<file path="src/rtl/ppu_fb_writer_pkg.sv">
// Shared types and constants for the PPU framebuffer writer: PPU modes, LCD geometry,
// writer FSM states and the packed FIFO entry layout.
package ppu_fb_writer_pkg;

  typedef enum logic [1:0] {
    MODE_H_BLANK = 2'd0,
    MODE_V_BLANK = 2'd1,
    MODE_SCAN    = 2'd2,
    MODE_DRAW    = 2'd3
  } ppu_mode_e;

  typedef enum logic {
    WR_IDLE,
    WR_WRITE
  } wr_state_e;

  localparam int LCD_W          = 160;
  localparam int LCD_H          = 144;
  localparam int BYTES_PER_LINE = 40;
  localparam int FB_BYTES       = 5760;
  localparam int FB_AW          = 13;
  localparam int FIFO_W         = 21;

  typedef struct packed {
    logic [FB_AW-1:0] addr;
    logic [7:0]       data;
  } fb_entry_t;

  // Byte address of the group holding pixel x on a line; wraps modulo 2^13.
  function automatic logic [FB_AW-1:0] fb_byte_addr(input logic [FB_AW-1:0] base,
                                                    input logic [7:0] line,
                                                    input logic [7:0] x);
    return base + FB_AW'(line) * FB_AW'(BYTES_PER_LINE) + FB_AW'(x >> 2);
  endfunction

endpackage

</file>
<file path="src/rtl/ppu_fb_fifo.sv">
// Show-ahead FIFO of packed framebuffer writes; simultaneous push and pop are
// accepted at any occupancy, including full.
module ppu_fb_fifo #(
  parameter int DEPTH = 16,
  parameter int WIDTH = 21
) (
  input  logic             clk,
  input  logic             rst,
  input  logic             push,
  input  logic [WIDTH-1:0] push_data,
  input  logic             pop,
  output logic [WIDTH-1:0] pop_data,
  output logic             full,
  output logic             empty,
  output logic             last
);

  localparam int AW = $clog2(DEPTH);

  logic [WIDTH-1:0] mem [DEPTH];
  logic [AW-1:0]    wr_ptr_q, wr_ptr_d;
  logic [AW-1:0]    rd_ptr_q, rd_ptr_d;
  logic [AW:0]      count_q, count_d;
  logic             do_push, do_pop;

  always_comb begin
    do_pop   = pop && (count_q != '0);
    do_push  = push && ((count_q != (AW+1)'(DEPTH)) || do_pop);
    wr_ptr_d = do_push ? wr_ptr_q + AW'(1) : wr_ptr_q;
    rd_ptr_d = do_pop ? rd_ptr_q + AW'(1) : rd_ptr_q;
    count_d  = count_q + (AW+1)'(do_push) - (AW+1)'(do_pop);
  end

  always_ff @(posedge clk or posedge rst) begin
    if (rst) begin
      wr_ptr_q <= '0;
      rd_ptr_q <= '0;
      count_q  <= '0;
    end else begin
      wr_ptr_q <= wr_ptr_d;
      rd_ptr_q <= rd_ptr_d;
      count_q  <= count_d;
    end
  end

  // Storage carries no reset; validity is tracked by the pointers alone.
  always_ff @(posedge clk) begin
    if (do_push) mem[wr_ptr_q] <= push_data;
  end

  assign pop_data = mem[rd_ptr_q];
  assign full     = (count_q == (AW+1)'(DEPTH));
  assign empty    = (count_q == '0);
  assign last     = (count_q == (AW+1)'(1));

endmodule

</file>
<file path="src/rtl/ppu_fb_writer.sv">
// Packs 2-bit PPU pixels four to a byte and streams them to framebuffer memory.
// Optional macro PPU_FB_PALETTE_EN maps each pixel through BGP before packing.
module ppu_fb_writer
  import ppu_fb_writer_pkg::*;
#(
  parameter int          FIFO_DEPTH = 16,
  parameter logic [12:0] FB_BASE    = 13'h0000
) (
  input  logic        clk,
  input  logic        rst,
  input  logic [1:0]  PX_OUT,
  input  logic        PX_valid,
  input  logic [1:0]  PPU_MODE,
  input  logic [7:0]  BGP,
  output logic [12:0] FB_ADDR,
  output logic [7:0]  FB_WDATA,
  output logic        FB_WE,
  input  logic        FB_READY,
  output logic        FRAME_DONE,
  output logic        OVERFLOW
);

  ppu_mode_e mode, mode_prev_q, mode_prev_d;
  wr_state_e state_q, state_d;
  logic       aligned_q, aligned_d;
  logic [7:0] line_q, line_d;
  logic [7:0] x_q, x_d;
  logic [7:0] pack_q, pack_d;
  logic [1:0] pcnt_q, pcnt_d;
  logic       overflow_q, overflow_d;
  logic       frame_done_q, frame_done_d;

  logic       enter_vblank, enter_scan, leave_draw, accept;
  logic [1:0] px_color;
  logic [7:0] pack_with;
  logic       push, pop;
  fb_entry_t  push_entry, head;
  logic [FIFO_W-1:0] fifo_rd;
  logic       fifo_full, fifo_empty, fifo_last;

`ifdef PPU_FB_PALETTE_EN
  assign px_color = BGP[{PX_OUT, 1'b0} +: 2];
`else
  logic unused_bgp;
  assign unused_bgp = ^BGP;
  assign px_color   = PX_OUT;
`endif

  always_comb begin
    mode         = ppu_mode_e'(PPU_MODE);
    enter_vblank = (mode == MODE_V_BLANK) && (mode_prev_q != MODE_V_BLANK);
    enter_scan   = (mode == MODE_SCAN) && (mode_prev_q != MODE_SCAN);
    leave_draw   = (mode_prev_q == MODE_DRAW) && (mode != MODE_DRAW);
    accept       = aligned_q && PX_valid && (mode == MODE_DRAW) &&
                   (line_q < 8'(LCD_H)) && (x_q < 8'(LCD_W));

    mode_prev_d  = mode;
    aligned_d    = aligned_q;
    line_d       = line_q;
    x_d          = x_q;
    pack_d       = pack_q;
    pcnt_d       = pcnt_q;
    push         = 1'b0;
    pack_with    = pack_q;
    pack_with[{~pcnt_q, 1'b0} +: 2] = px_color;
    push_entry.addr = fb_byte_addr(FB_BASE, line_q, x_q);
    push_entry.data = pack_q;

    if (!aligned_q) begin
      if (enter_vblank || (enter_scan && line_q == 8'd0)) aligned_d = 1'b1;
    end else begin
      if (accept) begin
        x_d    = x_q + 8'd1;
        pcnt_d = pcnt_q + 2'd1;
        if (pcnt_q == 2'd3) begin
          push            = 1'b1;
          push_entry.data = pack_with;
          pack_d          = 8'h00;
        end else begin
          pack_d = pack_with;
        end
      end
      // Partial group already sits left-aligned in pack_q with zero padding.
      if (leave_draw) begin
        push   = (pcnt_q != 2'd0);
        pack_d = 8'h00;
        pcnt_d = 2'd0;
        x_d    = 8'd0;
        if (line_q < 8'(LCD_H)) line_d = line_q + 8'd1;
      end
      if (enter_vblank) begin
        line_d = 8'd0;
        x_d    = 8'd0;
        pack_d = 8'h00;
        pcnt_d = 2'd0;
      end
    end
  end

  ppu_fb_fifo #(
    .DEPTH (FIFO_DEPTH),
    .WIDTH (FIFO_W)
  ) u_fifo (
    .clk       (clk),
    .rst       (rst),
    .push      (push),
    .push_data (push_entry),
    .pop       (pop),
    .pop_data  (fifo_rd),
    .full      (fifo_full),
    .empty     (fifo_empty),
    .last      (fifo_last)
  );

  always_comb begin
    head         = fifo_rd;
    pop          = (state_q == WR_WRITE) && FB_READY;
    state_d      = state_q;
    overflow_d   = overflow_q | (push && fifo_full && !pop);
    frame_done_d = pop && (head.addr == FB_BASE + 13'(FB_BYTES - 1));
    case (state_q)
      WR_IDLE:  if (!fifo_empty) state_d = WR_WRITE;
      // Leave only when this pop drains the FIFO and nothing arrives alongside it.
      WR_WRITE: if (pop && fifo_last && !push) state_d = WR_IDLE;
      default:  state_d = WR_IDLE;
    endcase
  end

  always_ff @(posedge clk or posedge rst) begin
    if (rst) begin
      state_q      <= WR_IDLE;
      mode_prev_q  <= MODE_H_BLANK;
      aligned_q    <= 1'b0;
      line_q       <= 8'd0;
      x_q          <= 8'd0;
      pack_q       <= 8'h00;
      pcnt_q       <= 2'd0;
      overflow_q   <= 1'b0;
      frame_done_q <= 1'b0;
    end else begin
      state_q      <= state_d;
      mode_prev_q  <= mode_prev_d;
      aligned_q    <= aligned_d;
      line_q       <= line_d;
      x_q          <= x_d;
      pack_q       <= pack_d;
      pcnt_q       <= pcnt_d;
      overflow_q   <= overflow_d;
      frame_done_q <= frame_done_d;
    end
  end

  assign FB_WE      = (state_q == WR_WRITE);
  assign FB_ADDR    = FB_WE ? head.addr : 13'h0000;
  assign FB_WDATA   = FB_WE ? head.data : 8'h00;
  assign FRAME_DONE = frame_done_q;
  assign OVERFLOW   = overflow_q;

endmodule

</file>
<file path="config.mk">
export PLATFORM = sky130hd
export DESIGN_NAME = ppu_fb_writer
export DESIGN_NICKNAME = d
export VERILOG_FILES = /design/src/rtl/ppu_fb_writer_pkg.sv /design/src/rtl/ppu_fb_fifo.sv /design/src/rtl/ppu_fb_writer.sv
export SDC_FILE = /design/constraint.sdc
export NUM_CORES = 1
export LEC_CHECK = 0
export CAP_MARGIN = 30
export CELL_PAD_IN_SITES_DETAIL_PLACEMENT = 1
export CELL_PAD_IN_SITES_GLOBAL_PLACEMENT = 1
export CORE_MARGIN = 4
export CORE_UTILIZATION = 54
export CTS_BUF_LIST = sky130_fd_sc_hd__clkbuf_16
export DETAILED_ROUTE_END_ITERATION = 8
export PLACE_DENSITY = 0.87
export SETUP_SLACK_MARGIN = 0.5
export SYNTH_ARGS = -nofsm -noshare
export SYNTH_HDL_FRONTEND = slang
export SYNTH_SLANG_ARGS = --single-unit
</file>
<file path="constraint.sdc">
create_clock -name clk -period 4.1 [get_ports clk]
set_input_delay 0.82 -clock clk [delete_from_list [all_inputs] [get_ports clk]]
set_output_delay 0.82 -clock clk [all_outputs]
set_load 0.01 [all_outputs]
</file>
# == Word level (Yosys, flattened, before mapping) ==
# Memories as Yosys holds them, arrays and structs flattened.
# Index checks and enable logic that the tools add are counted.
# word_totals
in_bits,16
memories,1
regBits,45
wordCells,101
ramBits,336
out_inout_bits,24
# classes
n_addsub,9
mul,1
n_lt_le_gt_ge,2
n_shift,2
eq_ne,12
muxes,30
bitwise,3
reduce_logical,29
# memory_table
memory,words,width,rd,rd_clocked_by_memory_dff,wr,line,source
u_fifo.mem,16,21,1,0,1,ppu_fb_fifo.sv:20,logic [WIDTH-1:0] mem [DEPTH];
# ops
cell,n
$mux W8,14
$add A8 B1 Y8 const B,2
$logic_and A1 B1 Y1,16
$lt A8 B8 Y1 const B,2
$add A13 B6 Y13,1
$eq A13 B13 Y1 const B,1
$mux W13,1
$mul A8 B3 Y10 const B,1
$mux W1,10
$add A4 B1 Y4 const B,2
$bwmux W8,1
$eq A2 B2 Y1 const B,4
$logic_not A8 Y1,1
$shift A2 B5 Y8 const A,1
$shiftx A2 B5 Y8,1
$mux W2,3
$reduce_bool A2 Y1,3
$add A5 B1 Y5,1
$eq A5 B1 Y1 const B,1
$eq A5 B5 Y1 const B,1
$logic_not A5 Y1,1
$ne A5 B5 Y1 const B,1
$neg A3 Y5,1
$reduce_bool A5 Y1,1
14 further kinds,17

# == Depth between registers and ports, before layout ==
# Gate-level depths: netlist of run 1.
# logic_depth
depth_word,11
mapped_depth,15
ltp_nobuf,15

# == Cells and area by module ==
# A second synthesis of run 1 with hierarchy kept.
# hier_totals
hier_cells,969
hier_area_um2,16279.4
# by_module_without_submodules
mod,cells_per_inst,area_each_um2,instances
ppu_fb_fifo,695,13813.2,1
ppu_fb_writer,274,2466.1,1

# == Worst setup path after synthesis of run 1 ==
# No wires, ideal clock.
# synth_path
path_type,input to register
start,input port PPU_MODE[0]
end,"memory u_fifo.mem[0][0], enable pin"
setup_time_ns,0.425
path_buffers,1
required_ns,3.675
cell_stages,7
path_slack_ns,0.181
arrival_ns,3.494
path_cell_list,nand4_1 or4b_4 a21bo_1 nor2b_1 buf_4 nand2_1 nor3_1
# synth_via
elab_chain_cells,10
word_cells_on_any_way,12
cone_classes,2 x eq/ne; 5 x mux; 5 x reduce/logical
# synth_lines
element,line,source
"start, declared",ppu_fb_writer.sv:13,"input logic [1:0] PPU_MODE,"
$eq A2 B2 Y1,ppu_fb_writer.sv:54,accept = aligned_q && PX_valid && (mode == MODE_DRAW) &&
$logic_and A1 B1 Y1 (2 in a row),ppu_fb_writer.sv:54,
$logic_and A1 B1 Y1,ppu_fb_writer.sv:55,(line_q < 8'(LCD_H)) && (x_q < 8'(LCD_W));
$mux W1,ppu_fb_writer.sv:72,if (accept) begin
$mux W1 *,ppu_fb_writer.sv:84,if (leave_draw) begin
$mux W1 *,ppu_fb_writer.sv:69,if (!aligned_q) begin
$logic_and A1 B1 Y1 *,ppu_fb_fifo.sv:28,do_push = push && ((count_q != (AW+1)'(DEPTH)) || do_pop);
net u_fifo.do_push,ppu_fb_fifo.sv:24,"logic do_push, do_pop;"
$mux W1 *,ppu_fb_fifo.sv:48,if (do_push) mem[wr_ptr_q] <= push_data;
$mux W1 (implied by the code) *,ppu_fb_fifo.sv:48,
"end, declared",ppu_fb_fifo.sv:20,
# Mark *: on every way through the listed nets, which the timed path passes. The rest lies on a longest branch.

# == Final worst setup path of run 1 ==
# layout_path
start,register u_fifo.rd_ptr_q[0]
end,output port FB_ADDR[3]
# layout_via
elab_chain_cells,2
# layout_lines
element,line,source
"start, declared",ppu_fb_fifo.sv:22,"logic [AW-1:0] rd_ptr_q, rd_ptr_d;"
"start signal, assigned",ppu_fb_fifo.sv:41,rd_ptr_q <= rd_ptr_d;
$mem_v2 Z16 W21,n/a,
$mux W13,ppu_fb_writer.sv:154,assign FB_ADDR = FB_WE ? head.addr : 13'h0000;
"end, declared",ppu_fb_writer.sv:15,"output logic [12:0] FB_ADDR,"
# Every way passes these cells.

==> results of run 1 <==
-- final timing paths --
path / end / cells past startpoint / startpoint / slack [ns]
setup / recovery: FB_ADDR[3] / 9 / u_fifo.rd_ptr_q[0]$_DFFE_PP0P_ / 0.46
hold / removal: pack_q[1]$_DFFE_PP0P_ / 1 / pack_q[1]$_DFFE_PP0P_ / 0.50
setup reg to reg: u_fifo.mem[2][11]$_DFFE_PP_ / 8 / pcnt_q[0]$_DFFE_PP0P_ / 0.81
hold reg to reg: pack_q[1]$_DFFE_PP0P_ / 1 / pack_q[1]$_DFFE_PP0P_ / 0.50
max in group asynchronous: FB_WE$_DFF_PP0_ / 3 / rst / 3.01
min in group asynchronous: u_fifo.rd_ptr_q[2]$_DFFE_PP0P_ / 2 / rst / 0.58
-- per-layer routing --
layer | GRT usage | wire [microns]
met2 | 0.456 | 22900
met4 | 0.0998 | 1400
met5 | 0 | 0
met3 | 0.0481 | 3860
met1 | 0.370 | 16600
-- layout make-up --
class | count | share of cell area
clock buffers | 41 | 0.0546
clock inverters | 33 | 0.0115
inverters | 25 | 0.00499
multi-input cells | 404 | 0.234
flip-flops and latches | 381 | 0.597
well taps | 384 | 0.0255
repair buffers | 125 | 0.0724
-- state kept, by name, indices dropped and copies added, names as in the netlist --
signal,flops
pcnt_q,2
u_fifo.rd_ptr_q,4
FRAME_DONE,1
mode_prev_q,2
line_q,8
u_fifo.count_q,5
u_fifo.mem,336
x_q,8
FB_WE,1
OVERFLOW,1
aligned_q,1
pack_q,8
u_fifo.wr_ptr_q,4
-- critical path, delay by kind of cell, from the launching register on --
| kind | cells | cell delay (ns) |
|---|---|---|
| AO/OA/AOI/OAI | 1 | 0.21 |
| multiplexers | 1 | 0.42 |
| buffers and inverters | 5 | 0.87 |
| AND/OR/NAND/NOR | 2 | 0.30 |
| flip-flops | 1 | 0.50 |
-- what timing repair did --
item / CTS / global route
setup buffers: 17 / 17
endpoints found under the setup margin: 21 / 16
gates resized for setup: 54 / 33
cloned: 4 / 0
pin swaps: 0 / 7
-- power breakdown --
group	switching (mW)	total, mW	internal, mW	leakage, nW
Clock	1.54	3.50	1.95	0.654
Sequential	0.192	4.67	4.48	3.62
Combinational	2.18	4.30	2.12	2.37
-- kinds of logic after synthesis --
kind of cell    after synthesis  share of synthesized area
buf+inv                      60                     0.0177
xor+xnor                     31                     0.0172
fa+ha+maj                    37                     0.0308
simple gates                174                     0.0585
compound gates               65                     0.0286
mux                          97                      0.135
flops                       381                      0.712
-- metrics by stage --
| step | cell area, sq um | utilization | cells |
|---|---|---|---|
| floorplan | 15800 | - | 845 |
| detailed placement | 17000 | 0.593 | 1280 |
| global route | 18800 | 0.655 | 1393 |
| CTS | 18600 | 0.648 | 1375 |
| finish | 18800 | 0.655 | 1393 |
| global placement | 17000 | 0.592 | 1277 |
-- placed cells by master, fill, tap and decap left out, types with 5 or more instances in the layout --
master / instances
a21oi_1: 11
a22oi_1: 12
a22oi_2: 14
and2_1: 28
buf_12: 17
buf_16: 6
buf_4: 66
clkbuf_16: 41
clkdlybuf4s50_1: 10
clkinv_1: 7
clkinv_2: 7
dfrtp_1: 42
dlygate4sd2_1: 6
edfxtp_1: 336
ha_1: 34
inv_1: 35
mux4_2: 92
nand2_1: 40
nand2_2: 5
nand4_1: 12
nor2_1: 28
nor2_2: 12
nor2b_1: 7
nor3_1: 7
o21ai_0: 9
xnor2_1: 19
xor2_1: 12
==> results.py, run 1 <==
metrics = {
    "sta": {
        "setup_violations": 0,
        "worst_hold_slack_ns": 0.498,
        "finClkSkew_ns": 0.0248,
        "hold_violations": 0,
        "layout_min_cycle_time_ns": 3.64,
        "drv_slew": 0,
        "fin_setup_tns_ns": 0,
        "finalWorstSetupSlack_ns": 0.456,
        "post-route-period-util": 0.889,
        "fmax_ghz": 0.274,
        "worst_pin_slew_ns": 0.733,
        "slew_headroom": 0.511,
        "rsz0062_at_grt": "true",
    },
    "critical_path": {
        "endpoint_kind": "primary output",
        "path_max_fanout": 16,
        "startpoint_type": "flip-flop",
        "path_common_cell": "buf_4",
        "crit_chain": "buf_4 -> buf_12 -> buf_4 -> buf_4 -> mux4_2 -> a22oi_1 -> nand2_1 -> and2_1 -> dlygate4sd2_1",
        "crit_required_ns": 3.28,
        "worst_path_largest_cell_delay_ns": 0.50,
        "crit_arrival_ns": 2.82,
        "crit_path_top_delay_cell": "dfrtp_4",
        "worstSetupPathType": "flip-flop to primary output",
    },
    "floorplan": {
        "dieWidth_microns": 179,
        "core-area_sq_um": 28700,
        "dieHeight_microns": 179,
        "fp-row-count": 62,
        "floorplan.initialDensity": 0.549,
        "die_area_sq_um": 32000,
        "ios": 40,
    },
    "placed_design": {
        "numPortBuffers": 31,
        "globalplace.congestion": 0.788,
        "pre_cts_ws_ns": 0.256,
        "hpwl_mm": 23.4,
    },
    "logic_synthesis": {
        "post_synth_instance_area_sq_um": 15800,
        "syn-num-nets": 898,
        "yosysMostFrequentCell": "edfxtp_1",
        "ys_seq_area_frac": 0.712,
        "synthTopCellsByArea": "edfxtp_1, mux4_2, dfrtp_1, ha_1, a22oi_1",
        "yosys_warnings": 0,
        "postSynthCellCount": 845,
        "yosysTopAreaCell": "edfxtp_1",
        "synth-seq-cells": 381,
        "synthDistinctLibCells": 54,
        "syn_avg_cell_area_sq_um": 18.6,
        "synth_edf_count": 336,
        "synth_top_area_frac": 0.641,
        "synth.top_cells.by_count": "edfxtp_1, mux4_2, dfrtp_1",
        "synth-main-ff-cell": "edfxtp_1",
        "synthArstFlopShare": 0.118,
    },
    "finish": {
        "seqCellArea_sq_um": 11200,
        "multi_input_area_sq_um": 4410,
        "fillCellCount": 2434,
        "areaGrowthSynthToFinish_pct": 19.4,
        "drive_above_1_share": 0.297,
        "diodes": 0,
        "layout.nets": 1030,
    },
    "clock_tree": {
        "root_buffer": "clkbuf_16",
        "clkLatencyLatePin_ns": 0.53,
        "path_clk_slew_ns": 0.06,
        "postCtsHoldBufs": 0,
        "cts_sinks": 381,
        "numCtsBuffers": 40,
        "htree_num_levels": 2,
        "cts_tree": "yes",
        "cts_buffer_depth": 3,
    },
    "hold_path": {
        "min_path_type": "flip-flop to flip-flop",
    },
    "pwr": {
        "powerDensity_nw_per_um2": 663,
        "p_leak_nw": 6.64,
        "ir_drop_mv": 0.332,
        "power_mw": 12.5,
    },
    "outcome": {
        "status": "completed",
    },
    "detailed_routing": {
        "drtAntennaViolNets": 0,
        "wl_per_cell_microns": 32.2,
        "drtIter0Drc": 1060,
        "route.detailed.drc": 0,
        "viasPerCell": 6.39,
        "drt_pass1_iterations": 7,
        "vias": 8903,
        "routed_wl_mm": 44.8,
    },
    "flow_run": {
        "max-cap-violations": 0,
    },
    "global_route": {
        "grt_overflow_total": 0,
        "grt_pass1_wl_mm": 62.8,
        "grt_pass1_vias": 9422,
        "grt_max_degree": 34,
        "antenna_found_initial": 0,
        "track_usage": 0.274,
    },
}
(Power assumes the default switching activity.)
==> run 2: changes to the inputs <==
--- a/config.mk
+++ b/config.mk
@@ -8,12 +8,12 @@
 export CAP_MARGIN = 30
 export CELL_PAD_IN_SITES_DETAIL_PLACEMENT = 1
 export CELL_PAD_IN_SITES_GLOBAL_PLACEMENT = 1
-export CORE_MARGIN = 4
 export CORE_UTILIZATION = 54
 export CTS_BUF_LIST = sky130_fd_sc_hd__clkbuf_16
 export DETAILED_ROUTE_END_ITERATION = 8
 export PLACE_DENSITY = 0.87
 export SETUP_SLACK_MARGIN = 0.5
+export SLEW_MARGIN = 30
 export SYNTH_ARGS = -nofsm -noshare
 export SYNTH_HDL_FRONTEND = slang
 export SYNTH_SLANG_ARGS = --single-unit
==> run 2 against run 1 <==
  * Maximum frequency grew 0.40%
  * Cell area shrank 1.3%
  * Flip-flop and latch count is the same
  * Sequential power is essentially flat
  * Sequential share of layout area grew 0.77 points
==> results.py, run 2 (synthesized netlist as in run 1, its figures left out) <==
metrics = {
    "pwr": {
        "power_mw": 11.9,
        "p_leak_nw": 6.49,
        "ir_drop_mv": 0.346,
        "powerDensity_nw_per_um2": 643,
    },
    "clock_tree": {
        "path_clk_slew_ns": 0.06,
        "numCtsBuffers": 38,
        "postCtsHoldBufs": 0,
        "clkLatencyLatePin_ns": 0.54,
        "cts_tree": "yes",
        "cts_buffer_depth": 3,
        "cts_sinks": 381,
        "htree_num_levels": 2,
        "root_buffer": "clkbuf_16",
    },
    "critical_path": {
        "critPathLaunch": "u_fifo.rd_ptr_q[0]$_DFFE_PP0P_",
        "crit_arrival_ns": 2.81,
        "crit_path_top_delay_cell": "dfrtp_4",
        "path_common_cell": "mux4_2",
        "r2r-start": "pcnt_q[0]$_DFFE_PP0P_",
        "worst_path_largest_cell_delay_ns": 0.52,
        "crit_chain": "buf_4 -> buf_6 -> buf_12 -> mux4_2 -> mux4_2 -> and2_1 -> dlygate4sd2_1",
        "worstSetupPathType": "flip-flop to primary output",
        "startpoint_type": "flip-flop",
        "path_max_fanout": 8,
        "crit_required_ns": 3.28,
        "endpoint_kind": "primary output",
    },
    "floorplan": {
        "dieWidth_microns": 173,
        "dieHeight_microns": 173,
        "die_area_sq_um": 29900,
        "ios": 40,
        "core-area_sq_um": 28700,
        "fp-row-count": 62,
        "floorplan.initialDensity": 0.549,
    },
    "global_route": {
        "antenna_found_initial": 0,
        "grt_pass1_vias": 8991,
        "grt_overflow_total": 0,
        "grt_max_degree": 42,
        "track_usage": 0.263,
        "grt_pass1_wl_mm": 57.2,
    },
    "placed_design": {
        "numPortBuffers": 31,
        "hpwl_mm": 22.9,
        "globalplace.congestion": 0.736,
    },
    "sta": {
        "worst_hold_slack_ns": 0.489,
        "worst_pin_slew_ns": 0.866,
        "slew_headroom": 0.420,
        "drv_slew": 0,
        "setup_violations": 0,
        "layout_min_cycle_time_ns": 3.63,
        "fmax_ghz": 0.276,
        "finClkSkew_ns": 0.0285,
        "fin_setup_tns_ns": 0,
        "rsz0062_at_grt": "true",
        "hold_violations": 0,
        "post-route-period-util": 0.885,
    },
    "finish": {
        "top_register": "u_fifo.mem",
        "layout_common_cells": "edfxtp_1, mux4_2, buf_4",
        "utilization": 0.647,
        "layout_commonest_cell": "edfxtp_1",
        "diodes": 0,
        "drive_above_1_share": 0.282,
        "areaGrowthSynthToFinish_pct": 17.9,
        "layout.nets": 1017,
        "largest_reg_flops": 336,
    },
    "detailed_routing": {
        "vias": 8425,
        "viasPerCell": 6.14,
        "drt_pass1_iterations": 5,
        "wl_per_cell_microns": 28.1,
        "drtAntennaViolNets": 0,
        "drtIter0Drc": 772,
        "route.detailed.drc": 0,
        "routed_wl_mm": 38.6,
    },
    "outcome": {
        "status": "completed",
    },
    "flow_run": {
        "max-cap-violations": 0,
    },
    "hold_path": {
        "holdCritStartpoint": "OVERFLOW$_DFF_PP0_",
        "min_path_type": "flip-flop to flip-flop",
    },
}
==> run 2: through the flow <==
step | instances | worst slack, ns | area [sq um]
finish | 1373 | 0.471 | 18600
global route | 1373 | 0.405 | 18600
CTS | 1357 | 0.330 | 18400
detailed placement | 1277 | 0.279 | 17000
global placement | 1277 | 0.361 | 16900
floorplan | 845 | 0.742 | 15800
==> run 2: final timing paths <==
check / endpoint / slack, ns / cells past startpoint
max: FB_WDATA[2] / 0.47 / 7
min: OVERFLOW$_DFF_PP0_ / 0.49 / 1
max reg2reg: u_fifo.mem[6][12]$_DFFE_PP_ / 0.86 / 8
min reg2reg: OVERFLOW$_DFF_PP0_ / 0.49 / 1
max in group asynchronous: line_q[7]$_DFFE_PP0P_ / 2.65 / 3
min in group asynchronous: pcnt_q[1]$_DFFE_PP0P_ / 0.76 / 2
==> run 2: area by class of cell <==
class | count | area (sq um)
multi-input cells | 404 | 4450
fillers | 2435 | 10100
well taps | 384 | 480
clock inverters | 26 | 163
flip-flops and latches | 381 | 11200
inverters | 25 | 93.8
repair buffers | 114 | 1180
clock buffers | 39 | 976
==> run 2: repair_timing <==
item                       in CTS  in global routing
cloned                          2                  0
setup buffers                  13                 16
pin swaps                       6                 15
setup endpoints to repair      21                 17
gates resized for setup        51                 21
==> run 2: power breakdown <==
group | leakage, nW | internal, mW | switching [mW]
Combinational | 2.28 | 2.01 | 2.03
Clock | 0.587 | 1.79 | 1.45
Sequential | 3.62 | 4.48 | 0.180
Total | 6.49 | 8.29 | 3.66
==> run 2: worst max-delay path: cells and delay by family, from the launching register on <==
kind | cells | cell delay (ns)
flip-flops | 1 | 0.52
buffers and inverters | 4 | 0.70
AND/OR/NAND/NOR | 1 | 0.16
multiplexers | 2 | 0.89
==> run 2: layer usage <==
layer | vias up | track usage | share of wire
li1 | 3579 | - | -
met1 | 4445 | 0.353 | 0.39
met2 | 337 | 0.447 | 0.51
met3 | 64 | 0.0387 | 0.066
met4 | 0 | 0.0822 | 0.026
met5 | - | 0 | 0
